File: src/rtl/ifc_pkg.sv
// Shared types and constants for the instruction-fetch sequencing controller.
package ifc_pkg;

  localparam int ADDR_W = 32;

  // Byte distance between consecutive instructions; the IF stage uses this
  // for PC+4 after a redirect target is captured.
  localparam logic [ADDR_W-1:0] INSTR_STEP = 32'd4;

  typedef enum logic [1:0] {
    BOOT  = 2'd0,
    FETCH = 2'd1,
    ERROR = 2'd2
  } ifc_state_e;

endpackage

File: src/rtl/if_fetch_ctrl_if.sv
// Bus bundle between the fetch controller, hazard/branch logic, IF stage
// and instruction memory.
//
// Memory handshake: imem_req is a level request. A transfer happens in any
// cycle where imem_req and imem_ack are both high. imem_ack while imem_req
// is low carries no meaning and is ignored. imem_req may drop without an
// ack (redirect or reset); the memory must tolerate an abandoned request.
interface if_fetch_ctrl_if;
  import ifc_pkg::*;

  logic              stall;
  logic              redir_valid;
  logic [ADDR_W-1:0] redir_target;
  logic              imem_ack;
  logic              imem_req;
  logic              En;
  logic              Clr;
  logic              PCSrc;
  logic [ADDR_W-1:0] JumpAddr;
  logic              fetch_err;

  // Controller side
  modport master (
    input  stall, redir_valid, redir_target, imem_ack,
    output imem_req, En, Clr, PCSrc, JumpAddr, fetch_err
  );

  // Environment side (hazard unit, IF stage, memory)
  modport slave (
    output stall, redir_valid, redir_target, imem_ack,
    input  imem_req, En, Clr, PCSrc, JumpAddr, fetch_err
  );

endinterface

File: src/rtl/ifc_timeout_cnt.sv
// Saturating counter of consecutive unacknowledged request cycles.
// o_expired flags the cycle that would take the count to MAX.
module ifc_timeout_cnt #(
  parameter  int MAX = 16,
  localparam int W   = $clog2(MAX + 1)
) (
  input  logic         clk,
  input  logic         rst,
  input  logic         i_clr,
  input  logic         i_inc,
  output logic         o_expired,
  output logic [W-1:0] o_count
);

  logic [W-1:0] r_cnt;

  // Clear has priority over increment; count holds once it reaches MAX.
  always_ff @(posedge clk or negedge rst) begin
    if (!rst) begin
      r_cnt <= '0;
    end else if (i_clr) begin
      r_cnt <= '0;
    end else if (i_inc && (r_cnt != W'(MAX))) begin
      r_cnt <= r_cnt + 1'b1;
    end
  end

  // Expiry: already at MAX-1 and this cycle is unacknowledged again.
  always_comb begin
    o_expired = i_inc && !i_clr && (r_cnt == W'(MAX - 1));
  end

  assign o_count = r_cnt;

endmodule

File: src/rtl/if_fetch_ctrl.sv
// Instruction-fetch sequencing controller: drives IF En/Clr/PCSrc/JumpAddr,
// runs the req/ack fetch handshake, holds a pending redirect until its fetch
// completes and latches a sticky timeout error.
// Optional macro IFC_PERF_EN adds perf_fetch/perf_wait/perf_flush counters.
module if_fetch_ctrl
  import ifc_pkg::*;
#(
  parameter  logic [ADDR_W-1:0] RESET_VECTOR = 32'h0000_0000,
  parameter  int                TIMEOUT      = 16,
  localparam int                TMO_W        = $clog2(TIMEOUT + 1)
) (
  input  logic                 clk,
  input  logic                 rst,
  if_fetch_ctrl_if.master      bus,
  output ifc_state_e           o_dbg_state,
  output logic [TMO_W-1:0]     o_dbg_tmo
`ifdef IFC_PERF_EN
  ,
  output logic [31:0]          perf_fetch,
  output logic [31:0]          perf_wait,
  output logic [31:0]          perf_flush
`endif
);

  ifc_state_e        r_state;
  ifc_state_e        w_next_state;
  logic              r_pend;
  logic [ADDR_W-1:0] r_tgt;
  logic              w_req;
  logic              w_en;
  logic              w_clr;
  logic              w_pcsrc;
  logic              w_err;
  logic              w_xfer;
  logic              w_redir_acc;
  logic              w_tmo_clr;
  logic              w_tmo_inc;
  logic              w_expired;

  assign w_xfer      = w_req & bus.imem_ack;
  assign w_redir_acc = (r_state == FETCH) & bus.redir_valid;
  assign w_tmo_clr   = w_xfer | w_redir_acc | !w_req;
  assign w_tmo_inc   = w_req & !bus.imem_ack;

  ifc_timeout_cnt #(.MAX(TIMEOUT)) u_tmo (
    .clk       (clk),
    .rst       (rst),
    .i_clr     (w_tmo_clr),
    .i_inc     (w_tmo_inc),
    .o_expired (w_expired),
    .o_count   (o_dbg_tmo)
  );

  // State register.
  always_ff @(posedge clk or negedge rst) begin
    if (!rst) r_state <= BOOT;
    else      r_state <= w_next_state;
  end

  // Next state: BOOT lasts one cycle, timeout traps into ERROR until reset.
  always_comb begin
    w_next_state = r_state;
    unique case (r_state)
      BOOT:    w_next_state = FETCH;
      FETCH:   if (w_expired) w_next_state = ERROR;
      ERROR:   w_next_state = ERROR;
      default: w_next_state = BOOT;
    endcase
  end

  // Outputs: redirect flushes first, then a completed fetch advances IF,
  // otherwise a bubble is inserted only when waiting on memory (not on stall).
  always_comb begin
    w_req   = 1'b0;
    w_en    = 1'b0;
    w_clr   = 1'b0;
    w_pcsrc = 1'b0;
    w_err   = 1'b0;
    unique case (r_state)
      BOOT: begin
      end
      FETCH: begin
        w_req   = !bus.stall | r_pend;
        w_pcsrc = r_pend;
        if (bus.redir_valid)              w_clr = 1'b1;
        else if (w_req && bus.imem_ack)   w_en  = 1'b1;
        else if (!r_pend)                 w_clr = !bus.stall;
      end
      ERROR: begin
        w_clr = 1'b1;
        w_err = 1'b1;
      end
      default: begin
      end
    endcase
  end

  // Pending redirect: the newest redirect wins; cleared when its fetch lands.
  always_ff @(posedge clk or negedge rst) begin
    if (!rst) begin
      r_pend <= 1'b1;
      r_tgt  <= RESET_VECTOR;
    end else if (w_redir_acc) begin
      r_pend <= 1'b1;
      r_tgt  <= bus.redir_target;
    end else if (r_pend && w_xfer) begin
      r_pend <= 1'b0;
    end
  end

  assign bus.imem_req  = w_req;
  assign bus.En        = w_en;
  assign bus.Clr       = w_clr;
  assign bus.PCSrc     = w_pcsrc;
  assign bus.JumpAddr  = r_tgt;
  assign bus.fetch_err = w_err;
  assign o_dbg_state   = r_state;

`ifdef IFC_PERF_EN
  logic [31:0] r_perf_fetch;
  logic [31:0] r_perf_wait;
  logic [31:0] r_perf_flush;

  // Free-running wrapping event counters.
  always_ff @(posedge clk or negedge rst) begin
    if (!rst) begin
      r_perf_fetch <= '0;
      r_perf_wait  <= '0;
      r_perf_flush <= '0;
    end else begin
      if (w_en)        r_perf_fetch <= r_perf_fetch + 32'd1;
      if (w_tmo_inc)   r_perf_wait  <= r_perf_wait  + 32'd1;
      if (w_redir_acc) r_perf_flush <= r_perf_flush + 32'd1;
    end
  end

  assign perf_fetch = r_perf_fetch;
  assign perf_wait  = r_perf_wait;
  assign perf_flush = r_perf_flush;
`endif

endmodule

File: src/flat_wrapper.sv
// flat-port wrapper written by rule: the top's interface ports become plain ports
module if_fetch_ctrl_flat import ifc_pkg::*;
#(
  parameter  logic [ADDR_W-1:0] RESET_VECTOR = 32'h0000_0000,
  parameter  int                TIMEOUT      = 16,
  localparam int                TMO_W        = $clog2(TIMEOUT + 1)
)
  (clk, rst, o_dbg_state, o_dbg_tmo, bus_stall, bus_redir_valid, bus_redir_target, bus_imem_ack, bus_imem_req, bus_En, bus_Clr, bus_PCSrc, bus_JumpAddr, bus_fetch_err);
  if_fetch_ctrl_if bus_i ();
  input  logic clk;
  input  logic rst;
  output ifc_state_e o_dbg_state;
  output logic [TMO_W-1:0] o_dbg_tmo;
  input wire logic [$bits(bus_i.stall)-1:0] bus_stall;
  input wire logic [$bits(bus_i.redir_valid)-1:0] bus_redir_valid;
  input wire logic [$bits(bus_i.redir_target)-1:0] bus_redir_target;
  input wire logic [$bits(bus_i.imem_ack)-1:0] bus_imem_ack;
  output wire logic [$bits(bus_i.imem_req)-1:0] bus_imem_req;
  output wire logic [$bits(bus_i.En)-1:0] bus_En;
  output wire logic [$bits(bus_i.Clr)-1:0] bus_Clr;
  output wire logic [$bits(bus_i.PCSrc)-1:0] bus_PCSrc;
  output wire logic [$bits(bus_i.JumpAddr)-1:0] bus_JumpAddr;
  output wire logic [$bits(bus_i.fetch_err)-1:0] bus_fetch_err;
  assign bus_i.stall = bus_stall;
  assign bus_i.redir_valid = bus_redir_valid;
  assign bus_i.redir_target = bus_redir_target;
  assign bus_i.imem_ack = bus_imem_ack;
  assign bus_imem_req = bus_i.imem_req;
  assign bus_En = bus_i.En;
  assign bus_Clr = bus_i.Clr;
  assign bus_PCSrc = bus_i.PCSrc;
  assign bus_JumpAddr = bus_i.JumpAddr;
  assign bus_fetch_err = bus_i.fetch_err;
  if_fetch_ctrl #(.RESET_VECTOR(RESET_VECTOR), .TIMEOUT(TIMEOUT)) u_core (.clk(clk), .rst(rst), .bus(bus_i), .o_dbg_state(o_dbg_state), .o_dbg_tmo(o_dbg_tmo));
endmodule
File: config.mk
export PLATFORM = sky130hd
export DESIGN_NAME = if_fetch_ctrl_flat
export DESIGN_NICKNAME = d
export VERILOG_FILES = /design/src/rtl/ifc_pkg.sv /design/src/rtl/if_fetch_ctrl_if.sv /design/src/rtl/ifc_timeout_cnt.sv /design/src/rtl/if_fetch_ctrl.sv /design/src/flat_wrapper.sv
export SDC_FILE = /design/constraint.sdc
export NUM_CORES = 1
export LEC_CHECK = 0
export BUFFER_PORTS_ARGS = -buffer_cell sky130_fd_sc_hd__buf_2
export CAP_MARGIN = 10
export CORE_MARGIN = 2
export CORE_UTILIZATION = 40
export CTS_CLUSTER_SIZE = 28
export DETAILED_ROUTE_END_ITERATION = 8
export GPL_TIMING_DRIVEN = 0
export PLACE_DENSITY = 0.71
export SYNTH_ARGS = -nofsm -noshare
export SYNTH_HDL_FRONTEND = slang
export SYNTH_SLANG_ARGS = --single-unit
export TNS_END_PERCENT = 5
File: constraint.sdc
create_clock -name clk -period 5.1 [get_ports clk]
set_clock_uncertainty 0.15 [all_clocks]
set_input_delay 1.275 -clock clk [delete_from_list [all_inputs] [get_ports clk]]
set_output_delay 1.275 -clock clk [all_outputs]
set_load 0.03 [all_outputs]
==> results by group <==
Job
  • Max cap viols: 0

Route
  • Routed len/inst: 12.5 µm
  • Residual DRC: 0
  • Final WL: 3200 µm
  • Vias per cell: 4.70
  • Vias: 1199
  • Drt first pass iters: 3
  • Post-DRT Antenna Nets: 0
  • Iteration-0 DRC Markers: 55

Critical path
  • Slowest cell delay on critical path: 220 ps
  • R2R Setup Slk: 3120 ps
  • Worst Setup End Kind: output pin
  • WP data arrival: 2000 ps
  • CP bufs+invs: 2
  • Worst-case reg-to-reg path depth: 6
  • WS Path Type: in2out
  • Crit start category: input pin
  • WP data required: 3670 ps
  • CP delay by family, top: simple AND/OR/NAND/NOR gates
  • R2r startpoint: u_core.u_tmo.o_count[1]
  • Cell with the largest stage delay on the worst path: nor2b_1
  • Cell Chain, Critical Path: buf_2 > nor2b_1 > nor2b_1 > and3b_1 > buf_2
  • R2R Path End: u_core.o_dbg_state[1]
  • Crit Path Max Fanout: 3

Worst hold path
  • HP Start: u_core.r_pend
  • Hold crit path type: reg2reg
  • Worst hold endpoint: u_core.r_pend
  • Hold-critical path depth: 2

Clocking
  • Post-CTS sizing: 0
  • Hold_buf cts: 0
  • H-tree levels: 2
  • Inserted Clock Buffers: 5
  • # clock sinks: 40
  • Clk_lat worst skew: 280 ps
  • Clock Tree Root: clkbuf_8
  • Post-CTS setup buffers: 0
  • CTS tree: done
  • Clock Pin Slew Worst Setup and Hold Paths: 70 ps
  • Clock Path Buffers: 2

Cells and area
  • Most common cell after layout, fill and taps aside: buf_2
  • Area of the multi-input gates: 644 µm²
  • Fill cells: 367
  • FF/Latch Area: 1000 µm²
  • Area Growth Syn to Fin: 34.5%
  • Share of cells above drive strength 1: 0.629
  • Final Net Count: 247
  • Most frequent cells in the layout: 80 x buf_2, 39 x dfrtp_1, 34 x mux2_2
  • Antenna Cells: 0

Yosys
  • Register area share after synthesis: 0.587
  • Post-synthesis register bit count: 40
  • Synthesized instance count: 117
  • Mapped Avg Cell Area: 14.6 µm²
  • Post-synth EDFFs: 0
  • Synth warn: 0
  • Fraction of registers with async set/reset: 1.00
  • Mapped Area: 1710 µm²
  • Top_reg_cell synth: dfrtp_1
  • Post-synthesis cell type count: 25
  • Syn_nets: 160

Die
  • Die area: 4810 µm²
  • Die Ht: 69.3 µm
  • Die width: 69.3 µm
  • I/O pin cnt: 81
  • Starting Density: 0.421
  • CORE AREA: 4060 µm²
  • Rows: 23

STA
  • Slew Limit Headroom: 0.411
  • Setup TNS: 0 ps
  • Crit path time final: 3420 ps
  • Part of the cycle the worst path needs: 0.671
  • Final hold vios: 0
  • Highest clock rate: 0.292 GHz
  • Endpoints failing setup: 0
  • Setup ws final: 1680 ps
  • Slew Limit Fails: 0
  • Slew at the pin closest to its max-slew limit: 883 ps
  • Unrepaired setup endpoints after global routing: false

Power and ir drop
  • LEAKAGE: 1.15 nW
  • Max VDD drop: 0.305 mV
  • Power per cell area: 575 nW/µm²

Placement
  • RePlAce Congestion: 0.710
  • Dpl ws: 1670 ps
  • Number of I/O port buffers: 80
  • HPWL after DPL: 2390 µm

GRT
  • First-pass GRT wire length: 5270 µm
  • Initial antenna violation count: 0
  • Overall routing resource usage: 0.140
  • Gr ovfl total: 0
  • Vias in the first global route: 1179
  • Pin count of the biggest net entering global routing: 41

Status
  • Status: finished, final reports clean
synth_stat cells (2+ instances only):
library cell / number / area, µm²
buf_6: 3 / 33.8
o21a_1: 2 / 15.0
dfrtp_1: 39 / 976
inv_1: 7 / 26.3
nor2_1: 3 / 11.3
nand2_1: 3 / 11.3
nand2b_1: 2 / 12.5
nor2b_1: 3 / 18.8
mux2_2: 34 / 383
ha_1: 6 / 75.1
per-stage QoR:
| stage | util | power, mW | area, µm² | hold WS, ps | std cells |
|---|---|---|---|---|---|
| after floorplan | - | 0.904 | 1710 | 301 | 117 |
| after global placement | 0.535 | 1.05 | 2170 | 330 | 247 |
| after detailed placement | 0.535 | 1.06 | 2170 | 335 | 247 |
| after CTS | 0.566 | 1.34 | 2300 | 347 | 255 |
| after global routing | 0.566 | 1.40 | 2300 | 369 | 255 |
| final | 0.566 | 1.32 | 2300 | 348 | 255 |
registers in the layout, indices dropped and copies added, names as in the netlist:
name and flops:
u_core.bus.JumpAddr 32, u_core.r_pend 1, u_core.o_dbg_state 2, u_core.u_tmo.o_count 5
cell families (layout without fill, tap and decap cells):
| family | after synthesis | count (layout) | synth area share |
|---|---|---|---|
| DFF | 40 | 40 | 0.587 |
| muxes | 35 | 35 | 0.230 |
| and+or+nand+nor | 19 | 19 | 0.0689 |
| buffers and inverters | 10 | 98 | 0.0352 |
| adders and majority gates | 6 | 6 | 0.0440 |
| AOI/OAI and AO/OA | 5 | 5 | 0.0242 |
| xor gates and xnor gates | 2 | 2 | 0.0103 |
per-layer routing:
layer  share of wire  GRT usage
met5               0          0
met2            0.47      0.216
met1            0.44      0.177
met4           0.020     0.0784
met3           0.068     0.0378
tightest hold or removal path: stages (launching register included):
cell and delay (ps):
dfstp_2 380, nand2_1 70, nand2_1 50
worst max-delay path by stage:
stage	from	end	slack, ps	cells after the start
after detailed placement	bus_stall	bus_En	1670	5
after global routing	bus_stall	bus_En	1600	5
final	bus_stall	bus_En	1680	5
after CTS	bus_stall	bus_En	1670	5
after global placement	bus_stall	bus_En	1670	5
after floorplan	bus_stall	bus_En	1360	3
cell type report:
type	count	share of cell area
multi-input combinational	67	0.281
buffer	3	0.0147
clock buffer	7	0.0420
timing repair buffer	80	0.174
tap	50	0.0272
sequential	40	0.437
inverter	7	0.0114
clock inverter	1	0.0131
power by group:
| group | internal [mW] | switching [mW] | leakage (nW) | total [mW] |
|---|---|---|---|---|
| Clock | 0.173 | 0.105 | 0.0645 | 0.277 |
| Combinational | 0.271 | 0.350 | 0.611 | 0.621 |
| Sequential | 0.388 | 0.0339 | 0.475 | 0.422 |
No activity file was read; power rests on OpenSTA's default activity.
